File: src/rtl/eth_txfifo_unpacker.sv
// Pops 32-bit words from the TX eth_fifo and serialises them MSB-byte-first
// into a length-delimited byte stream, flushing the FIFO on underrun or abort.
module eth_txfifo_unpacker #(
    parameter int DATA_WIDTH     = 32,
    parameter int LEN_WIDTH      = 16,
    parameter int UNDERRUN_LIMIT = 4
) (
    input  logic                  clk,
    input  logic                  reset,
    input  logic                  start,
    input  logic [LEN_WIDTH-1:0]  frame_len,
    input  logic                  abort,
    input  logic [DATA_WIDTH-1:0] fifo_data,
    input  logic                  fifo_empty,
    output logic                  fifo_read,
    output logic                  fifo_clear,
    output logic [7:0]            tx_data,
    output logic                  tx_valid,
    output logic                  tx_sof,
    output logic                  tx_eof,
    input  logic                  tx_ready,
    output logic                  busy,
    output logic                  done,
    output logic                  underrun,
    output logic [1:0]            state_dbg
);

    typedef enum logic [1:0] {
        S_IDLE  = 2'd0,
        S_WAIT  = 2'd1,
        S_FETCH = 2'd2,
        S_SEND  = 2'd3
    } state_t;

    state_t                state, state_nxt;
    logic [DATA_WIDTH-1:0] word, word_nxt;
    logic [1:0]            idx, idx_nxt;
    logic [LEN_WIDTH-1:0]  remaining, remaining_nxt;
    logic                  first, first_nxt;
    logic [3:0]            wcnt, wcnt_nxt;
    logic                  done_nxt, underrun_nxt, clear_nxt;
    logic                  hs;

    // Valid/ready: tx_data, tx_sof and tx_eof are meaningful only while tx_valid
    // is high; a byte transfers on every rising edge with tx_valid & tx_ready,
    // and once raised tx_valid and the byte hold until that transfer or abort.
    assign tx_valid  = (state == S_SEND);
    assign tx_sof    = tx_valid & first;
    assign tx_eof    = tx_valid & (remaining == LEN_WIDTH'(1));
    assign fifo_read = (state == S_FETCH);
    assign busy      = (state != S_IDLE);
    assign state_dbg = state;
    assign hs        = tx_valid & tx_ready;

    always_comb begin
        tx_data = 8'h00;
        if (tx_valid) begin
            case (idx)
                2'd0:    tx_data = word[31:24];
                2'd1:    tx_data = word[23:16];
                2'd2:    tx_data = word[15:8];
                default: tx_data = word[7:0];
            endcase
        end
    end

    always_comb begin
        state_nxt     = state;
        word_nxt      = word;
        idx_nxt       = idx;
        remaining_nxt = remaining;
        first_nxt     = first;
        wcnt_nxt      = wcnt;
        done_nxt      = 1'b0;
        underrun_nxt  = 1'b0;
        clear_nxt     = 1'b0;
        case (state)
            S_IDLE: begin
                if (start && frame_len != '0) begin
                    remaining_nxt = frame_len;
                    first_nxt     = 1'b1;
                    wcnt_nxt      = 4'd0;
                    state_nxt     = S_WAIT;
                end
            end
            S_WAIT: begin
                if (!fifo_empty) begin
                    wcnt_nxt  = 4'd0;
                    state_nxt = S_FETCH;
                end else if (!first && wcnt == 4'(UNDERRUN_LIMIT - 1)) begin
                    // The head of the frame is already on the wire: give up.
                    underrun_nxt = 1'b1;
                    clear_nxt    = 1'b1;
                    state_nxt    = S_IDLE;
                end else begin
                    wcnt_nxt = wcnt + 4'd1;
                end
            end
            S_FETCH: begin
                word_nxt  = fifo_data;
                idx_nxt   = 2'd0;
                state_nxt = S_SEND;
            end
            S_SEND: begin
                if (hs) begin
                    first_nxt     = 1'b0;
                    remaining_nxt = remaining - LEN_WIDTH'(1);
                    idx_nxt       = idx + 2'd1;
                    if (remaining == LEN_WIDTH'(1)) begin
                        // Leftover bytes of this word are dropped; it is already popped.
                        done_nxt  = 1'b1;
                        state_nxt = S_IDLE;
                    end else if (idx == 2'd3) begin
                        wcnt_nxt  = 4'd0;
                        state_nxt = fifo_empty ? S_WAIT : S_FETCH;
                    end
                end
            end
            default: state_nxt = S_IDLE;
        endcase
        if (abort && state != S_IDLE) begin
            state_nxt     = S_IDLE;
            remaining_nxt = remaining;
            idx_nxt       = idx;
            first_nxt     = first;
            done_nxt      = 1'b0;
            underrun_nxt  = 1'b0;
            clear_nxt     = 1'b1;
        end
    end

    always_ff @(posedge clk or posedge reset) begin
        if (reset) begin
            state      <= S_IDLE;
            word       <= '0;
            idx        <= 2'd0;
            remaining  <= '0;
            first      <= 1'b0;
            wcnt       <= 4'd0;
            done       <= 1'b0;
            underrun   <= 1'b0;
            fifo_clear <= 1'b0;
        end else begin
            state      <= state_nxt;
            word       <= word_nxt;
            idx        <= idx_nxt;
            remaining  <= remaining_nxt;
            first      <= first_nxt;
            wcnt       <= wcnt_nxt;
            done       <= done_nxt;
            underrun   <= underrun_nxt;
            fifo_clear <= clear_nxt;
        end
    end

endmodule

File: config.mk
export PLATFORM = sky130hd
export DESIGN_NAME = eth_txfifo_unpacker
export DESIGN_NICKNAME = d
export VERILOG_FILES = /design/src/rtl/eth_txfifo_unpacker.sv
export SDC_FILE = /design/constraint.sdc
export NUM_CORES = 1
export LEC_CHECK = 0
export CAP_MARGIN = 40
export CELL_PAD_IN_SITES_DETAIL_PLACEMENT = 1
export CELL_PAD_IN_SITES_GLOBAL_PLACEMENT = 1
export CORE_UTILIZATION = 30
export CTS_CLUSTER_DIAMETER = 40
export DETAILED_ROUTE_END_ITERATION = 10
export PLACE_DENSITY = 0.75
export SETUP_SLACK_MARGIN = 0.02
export SLEW_MARGIN = 30
export SYNTH_ARGS = -nofsm -noshare
export SYNTH_HDL_FRONTEND = slang
export SYNTH_SLANG_ARGS = --single-unit
File: constraint.sdc
create_clock -name clk -period 3.2 [get_ports clk]
set_clock_uncertainty 0.2 [all_clocks]
set_input_delay 0.64 -clock clk [delete_from_list [all_inputs] [get_ports clk]]
set_output_delay 0.64 -clock clk [all_outputs]
set_load 0.01 [all_outputs]
==> results.json, run 1 <==
{
  "clockBufferDepth": 2,
  "period_needed_ns": 3.11,
  "place_hpwl_mm": 6.61,
  "fp.coreArea_um2": 10200,
  "switching_power_mw": 1.32,
  "clock-sinks": 60,
  "cp-end-kind": "primary output",
  "cts_htree_levels": 3,
  "switching_share_pct": 38.5,
  "post-place-ws_ns": 0.174,
  "grt_pass1_vias": 2994,
  "grt_setup_unrepaired": "false",
  "post-route-util_pct": 42.2,
  "die_w_um": 104,
  "fin_crit_sh_pct": 97.3,
  "sequentialPowerShare_pct": 41.0,
  "grtUsageTotal_pct": 17.7,
  "wl_per_cell_um": 17.4,
  "final_cell_mix": "69 x clkdlybuf4s50_1, 59 x dfrtp_1, 41 x nor2_1",
  "setup_viol": 0,
  "vdd_drop_max_mv": 0.336,
  "powerDensity_nw_per_um2": 794,
  "worstReg2RegStart": "state_dbg[1]",
  "synth_cells": 312,
  "leakage_nw": 1.76,
  "hold_class": "reg2reg",
  "max_freq_ghz": 0.321,
  "vias_per_cell": 5.18,
  "crit_path_start_kind": "flop",
  "run_status": "finished clean",
  "clockRootBuffer": "clkbuf_8",
  "ys_seq_area_share_pct": 47.7,
  "ys_async_sr_fraction_pct": 100,
  "vias": 2748,
  "cts_hold_buffers": 0,
  "finalWirelength_mm": 9.24,
  "drv_slew": 0,
  "yosys.area.top_type": "dfrtp_1",
  "clk_latency_ns": 0.35,
  "antenna_found_initial": 0,
  "top_layer": "met4",
  "wl_met1_mm": 4.09,
  "grt_pass1_wl_mm": 15.3,
  "port_buffers": 71,
  "drtPass1Iterations": 5,
  "dr_wl_met3_um": 326,
  "power_frac_comb_pct": 40.0,
  "grt_max_degree": 61,
  "num_antenna_cells": 0,
  "synth-seq-cells": 60,
  "avgSynthCellArea_um2": 10.1,
  "synth_flop_cell": "dfrtp_1",
  "synth_top_area_share_pct": 47.7,
  "fin_area_um2": 4320,
  "r2r-end": "remaining[0]",
  "tightest_slew_ns": 0.601,
  "cp_max_fo": 8,
  "r2r_setup_slack_ns": 0.91,
  "dieHeight_um": 104,
  "timing.critical_path.from": "idx[1]",
  "syn-num-nets": 373,
  "slew_headroom_pct": 59.7,
  "placed_cell_area_um2": 4070,
  "endpoint": "tx_data[4]",
  "area_growth_pct": 37.1,
  "fin_tns_setup_ns": 0,
  "start_util_pct": 30.8,
  "rr_worst_depth": 8,
  "mostFrequentLayoutCell": "clkdlybuf4s50_1",
  "internal_power_mw": 2.11,
  "finalHoldViolCount": 0,
  "critPathKind": "reg2out",
  "routed-wl-met2_mm": 4.66,
  "critPathRequiredTime_ns": 2.36,
  "layout_setup_ws_ns": 0.0850,
  "drtAntennaViolNets": 0,
  "boundaryPins": 72,
  "synth_warnings": 0,
  "gp_congestion": 0.774,
  "pwr-share-clk_pct": 19.0,
  "syn_area_um2": 3150,
  "cts_inserted_buffers": 9,
  "clkTransAtPathRegs_ns": 0.08,
  "synthTopCellsByArea": "dfrtp_1 48%, mux2_2 11%, nor2_1 5.1%",
  "max_cap_violations": 0,
  "grt_overflow_total": 0,
  "drc": 0,
  "yosysUniqueCellTypes": 48,
  "layout.nets": 451,
  "dieArea_um2": 10900,
  "cts_tree": "yes",
  "fp-row-count": 37,
  "first_iter_violations": 93,
  "synth-edff-count": 0,
  "layout-drive-gt1-share_pct": 20.0,
  "critical_path_arrival_ns": 2.27
}
cells by family after synthesis:
| group | count (synthesis) | synth area share, % |
|---|---|---|
| mux | 35 | 12.4 |
| fa+ha+maj | 7 | 2.78 |
| buf+inv | 30 | 3.97 |
| simple gates | 95 | 14.9 |
| compound gates | 85 | 18.2 |
| flops | 60 | 47.7 |
synth_stat cells (all sizes together) (2+ instances only):
cell type,n
or3,3
o21ai,24
inv,10
a22o,3
a21oi,25
mux2,32
o22a,5
a31oi,3
ha,7
nand4,2
dfrtp,60
clkbuf,16
buf,3
o21a,3
mux2i,3
a211oi,2
o2bb2ai,2
or4,5
a41oi,2
nand2,11
nor3,7
nor2,43
nand3,6
a222oi,8
and3,6
nor4,5
per-layer routing:
metal	vias up	track usage, %
met2	54	30.6
met4	0	6.02
met5	-	0
met1	1368	21.5
li1	1312	-
met3	14	4.07
through the flow:
| step | hold slack, ns | instances | total power, mW |
|---|---|---|---|
| 2_1_floorplan | 0.248 | 312 | 2.23 |
| 5_1_grt | 0.328 | 531 | 3.68 |
| 3_3_place_gp | 0.273 | 514 | 2.64 |
| 3_5_place_dp | 0.299 | 514 | 2.73 |
| 6_report | 0.313 | 531 | 3.43 |
| 4_1_cts | 0.316 | 531 | 3.44 |
how the worst min path moves through the flow:
stage,start,endpoint,slack (ns),cells after the start
final,word[18],word[18],0.31,1
after global routing,word[20],word[20],0.33,1
after CTS,wcnt[3],wcnt[3],0.32,1
after detailed placement,word[2],word[2],0.30,1
after global placement,wcnt[3],wcnt[3],0.27,1
after floorplan,wcnt[3],wcnt[3],0.25,1
final cells by class:
cell class | count | area [µm²]
clock buffer | 10 | 138
clock inverter | 6 | 46.3
fill | 1152 | 5920
inverter | 11 | 41.3
multi-input combinational | 222 | 1580
sequential | 60 | 1500
tap | 136 | 170
timing repair buffer | 86 | 841
power groups by stage:
stage	Sequential, mW	Clock, mW	Combinational, mW
after global routing	1.45	0.705	1.52
after detailed placement	1.39	0	1.33
after CTS	1.40	0.676	1.37
final	1.40	0.651	1.37
after floorplan	1.30	0	0.928
after global placement	1.37	0	1.28
state kept, by name, indices dropped and copies added, names as in the netlist, 2 cells and up:
register	flops
idx	2
remaining	16
state_dbg	2
wcnt	4
word	32
repair_timing:
item | in CTS | in global routing
pin swaps | 1 | 5
cloned | 0 | 0
endpoints found under the setup margin | 7 | 8
setup buffers | 1 | 0
resized for setup | 7 | 8
critical path, cell delays in order (launching register included):
cell	delay [ns]
dfrtp_1	0.41
inv_2	0.09
ha_4	0.20
a222oi_1	0.49
nor2_1	0.08
a21oi_1	0.13
nor2_1	0.06
clkdlybuf4s50_1	0.48
Power figures use the tool's default switching activity.
==> run 2, diff against run 1 <==
- SLEW_MARGIN: 30 -> not set
- clock period: 3.2 -> 3.8 ns (I/O delays scaled with it)
==> results.json, run 2 (synthesis results as in run 1) <==
{
  "run_status": "finished clean",
  "grt_setup_unrepaired": "false",
  "regMostFlops": "word",
  "placed_cell_area_um2": 4010,
  "place_hpwl_mm": 6.51,
  "layout.nets": 443,
  "whs_ns": 0.287,
  "cts_tree": "yes",
  "num_antenna_cells": 0,
  "cp-end-kind": "primary output",
  "vias": 2728,
  "fin_tns_setup_ns": 0,
  "fp.coreArea_um2": 10200,
  "drc": 0,
  "area_growth_pct": 34.1,
  "dieArea_um2": 10900,
  "drtPass1Iterations": 5,
  "fin_crit_sh_pct": 91.3,
  "final_cell_mix": "71 x clkdlybuf4s50_1, 60 x dfrtp_1, 42 x nor2_1",
  "multi_input_area_um2": 1520,
  "clkTransAtPathRegs_ns": 0.07,
  "clk_latency_ns": 0.35,
  "cts_setup_buffers": 0,
  "start_util_pct": 30.8,
  "clock-sinks": 60,
  "num-fill-cells": 1143,
  "antenna_found_initial": 0,
  "port_buffers": 71,
  "clockBufferDepth": 2,
  "crit_path_start_kind": "flop",
  "leakage_nw": 1.70,
  "grt_pass1_wl_mm": 15.2,
  "cts_hold_buffers": 0,
  "critPathRequiredTime_ns": 2.84,
  "gp_congestion": 0.762,
  "layout-drive-gt1-share_pct": 15.8,
  "clockRootBuffer": "clkbuf_8",
  "critical_path_arrival_ns": 2.51,
  "vias_per_cell": 5.22,
  "drv_slew": 0,
  "setup_viol": 0,
  "boundaryPins": 72,
  "hold_class": "reg2reg",
  "drtAntennaViolNets": 0,
  "reg_top3": "word x32, remaining x16, wcnt x4",
  "first_iter_violations": 116,
  "finalHoldViolCount": 0,
  "cts_htree_levels": 3,
  "finalWirelength_mm": 8.96,
  "tightest_slew_ns": 0.684,
  "dieHeight_um": 104,
  "critPathKind": "reg2out",
  "mostFrequentLayoutCell": "clkdlybuf4s50_1",
  "grt_overflow_total": 0,
  "total_power_mw": 2.86,
  "period_needed_ns": 3.47,
  "slew_headroom_pct": 54.3,
  "grt_max_degree": 33,
  "regArea_um2": 1500,
  "grt_pass1_vias": 2989,
  "powerDensity_nw_per_um2": 677,
  "die_w_um": 104,
  "fin_area_um2": 4220,
  "grtUsageTotal_pct": 17.6,
  "wl_per_cell_um": 17.1,
  "vdd_drop_max_mv": 0.265,
  "max_cap_violations": 0,
  "cp_max_fo": 8,
  "cts_resized": 0,
  "largest_reg_flops": 32,
  "max_freq_ghz": 0.288,
  "fp-row-count": 37,
  "cts_inserted_buffers": 9
}
run 2: changes by cell type in the layout (fill, tap and decap cells not counted), moves of 2 or more:
| cell | delta |
|---|---|
| inv_1 | +2 |
| clkdlybuf4s50_1 | +2 |
| ha_1 | +4 |
| dlymetal6s2s_1 | -2 |
| inv_2 | -2 |
| clkinvlp_4 | -2 |
| buf_4 | -8 |
| ha_4 | -3 |
run 2: worst paths after layout:
path	from	endpoint	slack [ns]	cells past startpoint
worst max-delay path	idx[0]	tx_data[6]	0.33	7
worst min-delay path	wcnt[3]	wcnt[3]	0.29	1
worst max register to register	state_dbg[0]	remaining[1]	0.95	8
worst min register to register	wcnt[3]	wcnt[3]	0.29	1
max in group asynchronous	reset	word[4]	2.14	3
min in group asynchronous	reset	remaining[0]	0.64	2
run 2: critical path, cell delays in order, from the launching register on:
cell and delay, ns:
dfrtp_1 0.41, inv_1 0.11, ha_1 0.34, a222oi_1 0.52
nor2_1 0.09, a21oi_1 0.15, nor2_1 0.06, clkdlybuf4s50_1 0.50
run 2: power breakdown:
group	switching (mW)	internal [mW]	leakage [nW]
sequential	0.250	0.930	0.724
clock	0.279	0.326	0.107
combinational	0.535	0.539	0.873
total	1.06	1.80	1.70
run 2: through the flow:
stage               std cells  utilization, %  setup slack [ns]
floorplan                 312               -              1.23
global placement          507            39.2             0.474
detailed placement        507            39.2             0.377
CTS                       523            41.2             0.269
global route              523            41.2             0.128
finish                    523            41.2             0.331
run 2: layout make-up:
cell class                      instances  share of cell area, %
Sequential cell                        60                   35.6
Multi-Input combinational cell        222                   36.1
Clock buffer                           10                   3.26
Timing Repair Buffer                   78                   18.4
Inverter                               11                  0.978
Tap cell                              136                   4.03
Clock inverter                          6                   1.66
run 2: metal layers:
metal	vias to the layer above	global-route usage, %	share of wire, %
met5	-	0	0
met4	0	6.73	1.5
met3	8	3.13	3.3
met2	52	30.0	51
met1	1382	22.2	44
li1	1286	-	-
==> run 3, diff against run 2 <==
- GPL_TIMING_DRIVEN: not set -> 1
==> results of run 3 <==
The final DEF is identical to that of run 2; final timing and power are the same.
